### src/rtl/sv32_pkg.sv
// Shared types and sizing helpers for the SV32 PTE fetch responder.
// Latency: n/a (package only).
// Backpressure: n/a (package only).
//
// Contents:
//   fetch_state_t  - responder FSM states
//   pte_idx_width  - index bits for a given number of cache lines
//   pte_tag_width  - tag bits left above the index in a word address
package sv32_pkg;

  typedef enum logic [1:0] {
    IDLE   = 2'd0,
    LOOKUP = 2'd1,
    MEM    = 2'd2,
    RESP   = 2'd3
  } fetch_state_t;

  localparam int PA_W     = 32;
  localparam int WORD_LSB = 2;

  function automatic int pte_idx_width(input int entries);
    return $clog2(entries);
  endfunction

  function automatic int pte_tag_width(input int entries);
    return PA_W - WORD_LSB - $clog2(entries);
  endfunction

endpackage

### src/rtl/pte_cache_array.sv
// Direct-mapped PTE line storage: valid bits, tags and data words.
// Latency: combinational read, write visible after the next clk edge.
// Backpressure: none; a write is accepted every cycle wr_en is high.
//
// Ports:
//   clk, reset          - clock, asynchronous active-high reset (clears valid bits)
//   flush               - clear every valid bit at the next edge; beats a same-cycle write
//   wr_en/idx/tag/data  - single fill port
//   rd_idx              - combinational read index
//   rd_valid/tag/data   - contents of the addressed line
module pte_cache_array
  import sv32_pkg::*;
#(
  parameter int ENTRIES = 8,
  parameter int IDX_W   = pte_idx_width(ENTRIES),
  parameter int TAG_W   = pte_tag_width(ENTRIES)
) (
  input  logic             clk,
  input  logic             reset,
  input  logic             flush,
  input  logic             wr_en,
  input  logic [IDX_W-1:0] wr_idx,
  input  logic [TAG_W-1:0] wr_tag,
  input  logic [31:0]      wr_data,
  input  logic [IDX_W-1:0] rd_idx,
  output logic             rd_valid,
  output logic [TAG_W-1:0] rd_tag,
  output logic [31:0]      rd_data
);

  logic [ENTRIES-1:0] valid;
  logic [TAG_W-1:0]   tags [ENTRIES];
  logic [31:0]        data [ENTRIES];

  // Flush has priority so a fill racing an sfence.vma leaves the line invalid.
  always_ff @(posedge clk or posedge reset) begin
    if (reset) begin
      valid <= '0;
    end else if (flush) begin
      valid <= '0;
    end else if (wr_en) begin
      valid[wr_idx] <= 1'b1;
    end
  end

  // Tag/data need no reset: they are only observed through a set valid bit.
  always_ff @(posedge clk) begin
    if (wr_en) begin
      tags[wr_idx] <= wr_tag;
      data[wr_idx] <= wr_data;
    end
  end

  assign rd_valid = valid[rd_idx];
  assign rd_tag   = tags[rd_idx];
  assign rd_data  = data[rd_idx];

endmodule

### src/rtl/sv32_pte_fetch_responder.sv
// Serves page-walker PTE reads from a small direct-mapped cache, filling from system memory on a miss.
// Latency: hit answers in the cycle after the request is sampled; miss answers the cycle after mem_ready.
// Backpressure: walker holds walk_mem_valid until the ready pulse; memory side holds mem_valid until mem_ready.
//
// Ports:
//   clk, reset                      - clock, asynchronous active-high reset
//   walk_mem_valid/addr             - walker read request (held until walk_mem_ready)
//   walk_mem_ready/rdata            - one-cycle response pulse with PTE word (rdata is 0 otherwise)
//   pte_cache_flush                 - invalidate all lines (sfence.vma / satp write)
//   mem_valid/addr, mem_ready/rdata - read-only system memory port
module sv32_pte_fetch_responder
  import sv32_pkg::*;
#(
  parameter int PTE_CACHE_ENTRIES = 8
) (
  input  logic        clk,
  input  logic        reset,
  input  logic        walk_mem_valid,
  input  logic [31:0] walk_mem_addr,
  output logic        walk_mem_ready,
  output logic [31:0] walk_mem_rdata,
  input  logic        pte_cache_flush,
  output logic        mem_valid,
  output logic [31:0] mem_addr,
  input  logic        mem_ready,
  input  logic [31:0] mem_rdata
);

  localparam int IW = pte_idx_width(PTE_CACHE_ENTRIES);
  localparam int TW = pte_tag_width(PTE_CACHE_ENTRIES);

  fetch_state_t  state;
  logic [31:0]   addr_q;     // word-aligned request address, doubles as mem_addr
  logic [31:0]   resp_q;     // word captured from memory for the RESP pulse
  logic          abort_q;    // walker dropped its request while memory was busy

  logic [IW-1:0] line_idx;
  logic [TW-1:0] line_tag;
  logic          cached_valid;
  logic [TW-1:0] cached_tag;
  logic [31:0]   cached_data;
  logic          hit;
  logic          fill;

  // Request byte offset is not part of the word address.
  logic          unused_addr_lsbs;
  assign unused_addr_lsbs = ^walk_mem_addr[1:0];

  assign line_idx = addr_q[2 +: IW];
  assign line_tag = addr_q[31:2+IW];

  // A flush in the lookup cycle forces a miss so stale PTEs are never returned.
  assign hit  = (state == LOOKUP) && cached_valid && (cached_tag == line_tag) && !pte_cache_flush;
  assign fill = (state == MEM) && mem_ready;

  pte_cache_array #(
    .ENTRIES (PTE_CACHE_ENTRIES),
    .IDX_W   (IW),
    .TAG_W   (TW)
  ) u_array (
    .clk      (clk),
    .reset    (reset),
    .flush    (pte_cache_flush),
    .wr_en    (fill),
    .wr_idx   (line_idx),
    .wr_tag   (line_tag),
    .wr_data  (mem_rdata),
    .rd_idx   (line_idx),
    .rd_valid (cached_valid),
    .rd_tag   (cached_tag),
    .rd_data  (cached_data)
  );

  always_ff @(posedge clk or posedge reset) begin
    if (reset) begin
      state   <= IDLE;
      addr_q  <= '0;
      resp_q  <= '0;
      abort_q <= 1'b0;
    end else begin
      unique case (state)
        IDLE: begin
          if (walk_mem_valid) begin
            addr_q <= {walk_mem_addr[31:2], 2'b00};
            state  <= LOOKUP;
          end
        end
        LOOKUP: begin
          if (hit) begin
            state <= IDLE;
          end else begin
            abort_q <= 1'b0;
            state   <= MEM;
          end
        end
        MEM: begin
          // The memory read always runs to completion (and fills); only the
          // walker response is dropped if the request went away meanwhile.
          if (mem_ready) begin
            resp_q <= mem_rdata;
            state  <= (abort_q || !walk_mem_valid) ? IDLE : RESP;
          end else if (!walk_mem_valid) begin
            abort_q <= 1'b1;
          end
        end
        RESP: begin
          state <= IDLE;
        end
        default: begin
          state <= IDLE;
        end
      endcase
    end
  end

  assign walk_mem_ready = hit || (state == RESP);
  assign walk_mem_rdata = hit ? cached_data : ((state == RESP) ? resp_q : 32'd0);
  assign mem_valid      = (state == MEM);
  assign mem_addr       = addr_q;

endmodule

### config.mk
export PLATFORM = sky130hd
export DESIGN_NAME = sv32_pte_fetch_responder
export DESIGN_NICKNAME = d
export VERILOG_FILES = /design/src/rtl/sv32_pkg.sv /design/src/rtl/pte_cache_array.sv /design/src/rtl/sv32_pte_fetch_responder.sv
export SDC_FILE = /design/constraint.sdc
export NUM_CORES = 1
export LEC_CHECK = 0
export ABC_CLOCK_PERIOD_IN_PS = 9300
export CORE_UTILIZATION = 38
export CTS_CLUSTER_SIZE = 8
export DETAILED_ROUTE_END_ITERATION = 8
export GPL_TIMING_DRIVEN = 0
export PLACE_DENSITY = 0.56
export SYNTH_ARGS = -nofsm -noshare
export SYNTH_HDL_FRONTEND = slang
export SYNTH_HIERARCHICAL = 1
export SYNTH_SLANG_ARGS = --single-unit
### constraint.sdc
create_clock -name clk -period 9.3 [get_ports clk]
set_input_delay 1.86 -clock clk [delete_from_list [all_inputs] [get_ports clk]]
set_output_delay 1.86 -clock clk [all_outputs]
set_load 0.02 [all_outputs]
# Word level (Yosys, flattened, before mapping)
# Memory sizes are Yosys's and may differ from the RTL's.
# Cells that the tools add are included.
[op_classes]
order_cmp = 2
eq_ne = 9
n_mux = 19
n_bitwise = 1
reduce_logical = 16
[op_table]
columns = ["cell", "count"]
rows = [
  ["$mux 32", 2],
  ["$eq 27x27->1", 1],
  ["$mux 8", 2],
  ["$mux 2", 4],
  ["$ne 2x2->1 const B", 4],
  ["$or 8x8->8", 1],
  ["$pmux 2 s4", 1],
  ["$mux 1", 7],
  ["$reduce_and 2->1", 3],
  ["$logic_and 1x1->1", 5],
  ["$eq 2x2->1 const B", 2],
  ["$lt 3x4->1 const B", 1],
  ["$reduce_and 4->1", 1],
  ["$reduce_bool 2->1", 2],
  ["$bmux 1 s3", 1],
  ["$demux 1 s3", 1],
  ["$ge 3x1->1 const B", 1],
  ["$eq 2x1->1 const B", 1],
  ["$logic_not 1->1", 2],
  ["$logic_not 2->1", 1],
  ["$logic_or 1x1->1", 2],
  ["$ne 2x1->1 const B", 1],
  ["$pmux 1 s2", 1],
]
[totals]
ff_bits = 73
ramBits = 472
output_inout_bits = 66
elab_cells = 54
memories = 2
[memory_table]
columns = ["name", "words", "word_bits", "read_ports", "rd_clocked_by_memory_dff", "write_ports", "line", "rtl"]
rows = [
  ["u_array.data", 8, 32, 1, 0, 1, "pte_cache_array.sv:33", "logic [31:0] data [ENTRIES];"],
  ["u_array.tags", 8, 27, 1, 0, 1, "pte_cache_array.sv:32", "logic [TAG_W-1:0] tags [ENTRIES];"],
]

# Longest topological paths before layout
[depth]
word_depth = 7
ltp_mapped = 10

# Cells and area by module
# Netlist, hierarchy kept.
[by_module_without_submodules]
columns = ["module", "n_inst", "cells_each", "area_each_um2", "seq_area_each_um2"]
rows = [
  ["pte_cache_array", 1, 728, 18287.5, 14373.8],
  ["sv32_pte_fetch_responder", 1, 229, 3128.0, 1626.6],
]

# Worst setup path after synthesis
# Ideal clock, no wire load.
[synth_timing]
kind = "input port to flip-flop"
start = "in mem_ready"
end = "mem u_array.data[7][0] (enable)"
setup_time_ns = 0.476
arrival_time_ns = 5.003
required_ns = 8.824
path_slack_ns = 3.821
stages = 5
path_buffers = 1
cell_sequence = "nand2_1 buf_1 inv_1 nand2_1 nor2_1"
[synth_between]
elab_chain_cells = 3
[synth_rtl]
columns = ["element", "line", "rtl"]
rows = [
  ["start: declaration", "sv32_pte_fetch_responder.sv:25", "input logic mem_ready,"],
  ["$logic_and 1x1->1", "sv32_pte_fetch_responder.sv:54", "assign fill = (state == MEM) && mem_ready;"],
  ["named net fill", "sv32_pte_fetch_responder.sv:43", "logic fill;"],
  ["$mux 1", "pte_cache_array.sv:48", "if (wr_en) begin"],
  ["$mux 1 (implied by the code)", "pte_cache_array.sv:50", "data[wr_idx] <= wr_data;"],
  ["end: declaration", "pte_cache_array.sv:33", ""],
]
# The timed path passes the listed nets, and every way through them passes these cells.

# Final worst setup path
[layout_timing]
start = "reg addr_q[4], in the netlist mem_addr[4]"
end = "out walk_mem_rdata[30]"
[layout_between]
word_cells_on_any_way = 9
[layout_rtl]
columns = ["element", "line", "rtl"]
rows = [
  ["start: declaration", "sv32_pte_fetch_responder.sv:33", "logic [31:0] addr_q;"],
  ["start signal: assignment", "sv32_pte_fetch_responder.sv:84", "addr_q <= {walk_mem_addr[31:2], 2'b00};"],
  ["$mem_v2 8x27", "--", ""],
  ["named net cached_tag[11]", "sv32_pte_fetch_responder.sv:40", "logic [TW-1:0] cached_tag;"],
  ["$eq 27x27->1", "sv32_pte_fetch_responder.sv:53", "assign hit = (state == LOOKUP) && cached_valid && (cached_tag == line_tag) && !pte_cache_flush;"],
  ["$logic_and 1x1->1 (2 in series)", "sv32_pte_fetch_responder.sv:53", ""],
  ["$mux 32", "sv32_pte_fetch_responder.sv:117", "assign walk_mem_rdata = hit ? cached_data : ((state == RESP) ? resp_q : 32'd0);"],
  ["end: declaration", "sv32_pte_fetch_responder.sv:21", "output logic [31:0] walk_mem_rdata,"],
]
# The timed path passes the listed nets, and every way through them passes these cells. The select of a mux whose other input is x is not followed.

==> flow_summary.ini <==
[setup_path]
r2r_start = mem_addr[4]
ff2ff_path_depth = 10
reg2reg_slack_ps = 4880
reg2reg_to = state[1]
crit_required_ps = 7440
cp_slowest_stage_delay_ps = 790
start_kind = register
cp.arrival_ps = 5620
cp_max_fo = 14
crit_family = buffers and inverters
path_cells = clkbuf_1, buf_2, mux4_2, mux2_2, xor2_1, nor4_2, nand3_1, nor4_4, buf_6, a22o_1, clkdlybuf4s50_1
slowest_stage = nor4_4
path_buf_inv = 4
endpoint_kind = primary output
worstSetupPathType = register to primary output

[clock_tree]
cts_buffer_depth = 3
post_cts_buffers = 0
cts.sinks = 545
cts_root_buf = clkbuf_16
insertion_delay_ps = 590
cts_resized = 0
numCtsBuffers = 78
clk_pin_slew_ps = 50
cts_tree = done
cts.hold.buffers_added = 0
htree_levels = 3

[timing]
worstMarginPinSlew_ps = 1240
skew_ps = 18.7
hold_viol = 0
fin_crit_ps = 7480
whs_ps = 497
timing.final.setup_violations = 0
period_share_pct = 80.4
slew_headroom_pct = 17.2
drv_slew = 0
fin_ws_ps = 1820
finalSetupTns_ps = 0
clock.fmax_ghz = 0.134
rsz0062_at_grt = no

[placement]
place.gp.congestion = 0.708
dp_hpwl_microns = 27800
pre_cts_ws_ps = 2420
port_buffers = 130
post-place-cells = 1846
dpl_cell_area_sq_um = 23900

[cells_and_area]
area_growth_pct = 22.5
final_cells = 1987
num_antenna_cells = 0
design_area_sq_um = 26200
final_util_pct = 47.4
n_fill_cell = 4592
final_layout_size_suffix_gt1_share_pct = 29.1
fin_nets = 1247

[job]
cap_violations = 0

[global_route]
antenna_found_initial = 0
grt_pass1_wl_microns = 72200
grt_remaining_overflow = 0
grt_pass1_vias = 11000
grt_max_degree = 48
grt_use_total_pct = 17.6

[min_path]
hold_path_class = register to register
hold_end = abort_q
hold_depth = 1
hold_start = abort_q

[floorplan]
fp.dieW_microns = 239
ios = 135
core_sq_um = 55400
dieArea_sq_um = 57300
fp-row-count = 86
start_util_pct = 38.6
fp.dieH_microns = 239

[synth]
synth.top_cell.area_share_pct = 66.2
synth_seq_area_share_pct = 74.7
synth.area.top_cells = edfxtp_1 (66%), mux4_2 (11%), dfrtp_1 (8.5%)
synthCells = 957
ys_seq_elements = 545
ys_types = 39
syn_area_sq_um = 21400
synth-edff-count = 472
ys.flop_type = edfxtp_1
synth_area_leader_cell = edfxtp_1
ys_async_sr_fraction_pct = 13.4
avgSynthCellArea_sq_um = 22.4
ys_warn_count = 6

[pwr]
vdd_ir_drop_max_uv = 157
power.leakage_nw = 8.70
power_density_nw_per_um2 = 314
total_power_mw = 8.25

[status]
status = complete, no violations

[detailed_routing]
route.detailed.drc = 0
avgViaCountPerCell = 5.13
ant_nets = 0
num_vias = 10200
finalWirelength_microns = 48500
wire_per_inst_microns = 24.4
firstDrtPassIters = 4
drt-initial-drc-count = 768
[report_power, final]
part	leakage [nW]	switching [mW]	internal [mW]	total, mW
Combinational	2.48	1.10	1.17	2.27
Sequential	5.13	0.282	3.07	3.35
Clock	1.09	0.988	1.63	2.62
[layout make-up]
class,instances,area [sq um],area share [%]
clock inverters,5,45.0,0.172
clock buffers,136,2250,8.59
plain buffers,49,384,1.46
repair buffers,140,1560,5.95
well taps,748,936,3.57
inverters,18,87.6,0.334
flip-flops and latches,545,16000,61.0
multi-input cells,346,4970,19.0
[cells in the final DEF (no fill, tap or decap), types with 4 or more instances in the layout]
cell type        count
nand2_1              4
buf_12              10
clkbuf_1            65
mux4_1              14
dfrtp_1             73
buf_16               8
xor2_1              17
clkdlybuf4s50_1    130
buf_1                8
a22o_1              32
mux2_2             113
a21oi_1              8
xnor2_1             10
inv_1               10
clkbuf_16           82
mux4_2             106
buf_6                6
inv_4                8
buf_2               14
edfxtp_1           472
mux2_1               9
[cells by family (layout without fill, tap and decap cells)]
logic type | after synthesis | in the layout | share of synthesized area, %
flops | 545 | 545 | 74.7
simple gates | 31 | 31 | 1.15
xor+xnor | 27 | 27 | 1.10
buf+inv | 67 | 348 | 2.11
compound gates | 44 | 44 | 1.62
mux | 242 | 242 | 19.3
other cells | 1 | 2 | 0.0175
[synthesized netlist by cell type (2+ instances only)]
library cell / n
clkbuf_1: 11
buf_2: 14
nand4b_1: 3
xnor2_1: 10
a21oi_1: 8
mux4_2: 106
mux2_1: 9
mux4_1: 14
nand2b_1: 2
nand4bb_1: 3
buf_12: 8
inv_1: 18
nor2_1: 3
mux2_2: 113
nand4_1: 3
a22o_1: 32
xor2_1: 17
edfxtp_1: 472
nor4_2: 3
buf_6: 6
buf_1: 8
nand2_1: 4
dfrtp_1: 73
buf_4: 2
[state kept, by name, summed over array words and instances, names as in the netlist]
name / flops
u_array/tags: 216
u_array/valid: 8
mem_addr: 30
abort_q: 1
state: 2
u_array/data: 256
resp_q: 32
[worst max-delay path by stage]
stage | start | to | slack (ps) | cells past startpoint
finish | mem_addr[4] | walk_mem_rdata[30] | 1820 | 11
global route | mem_addr[4] | walk_mem_rdata[30] | 1590 | 11
CTS | mem_addr[4] | walk_mem_rdata[22] | 1750 | 11
detailed placement | mem_addr[4] | walk_mem_rdata[22] | 2420 | 11
global placement | mem_ready | u_array/tags[7][22] | -200 | 6
floorplan | mem_ready | u_array/data[7][0] | 3820 | 5
[layer usage]
metal	GRT usage [%]	share of wire [%]
met2	28.2	49
met4	6.00	1.8
met3	2.92	5.3
met5	0	0
met1	24.3	44
(Power assumes the default switching activity.)
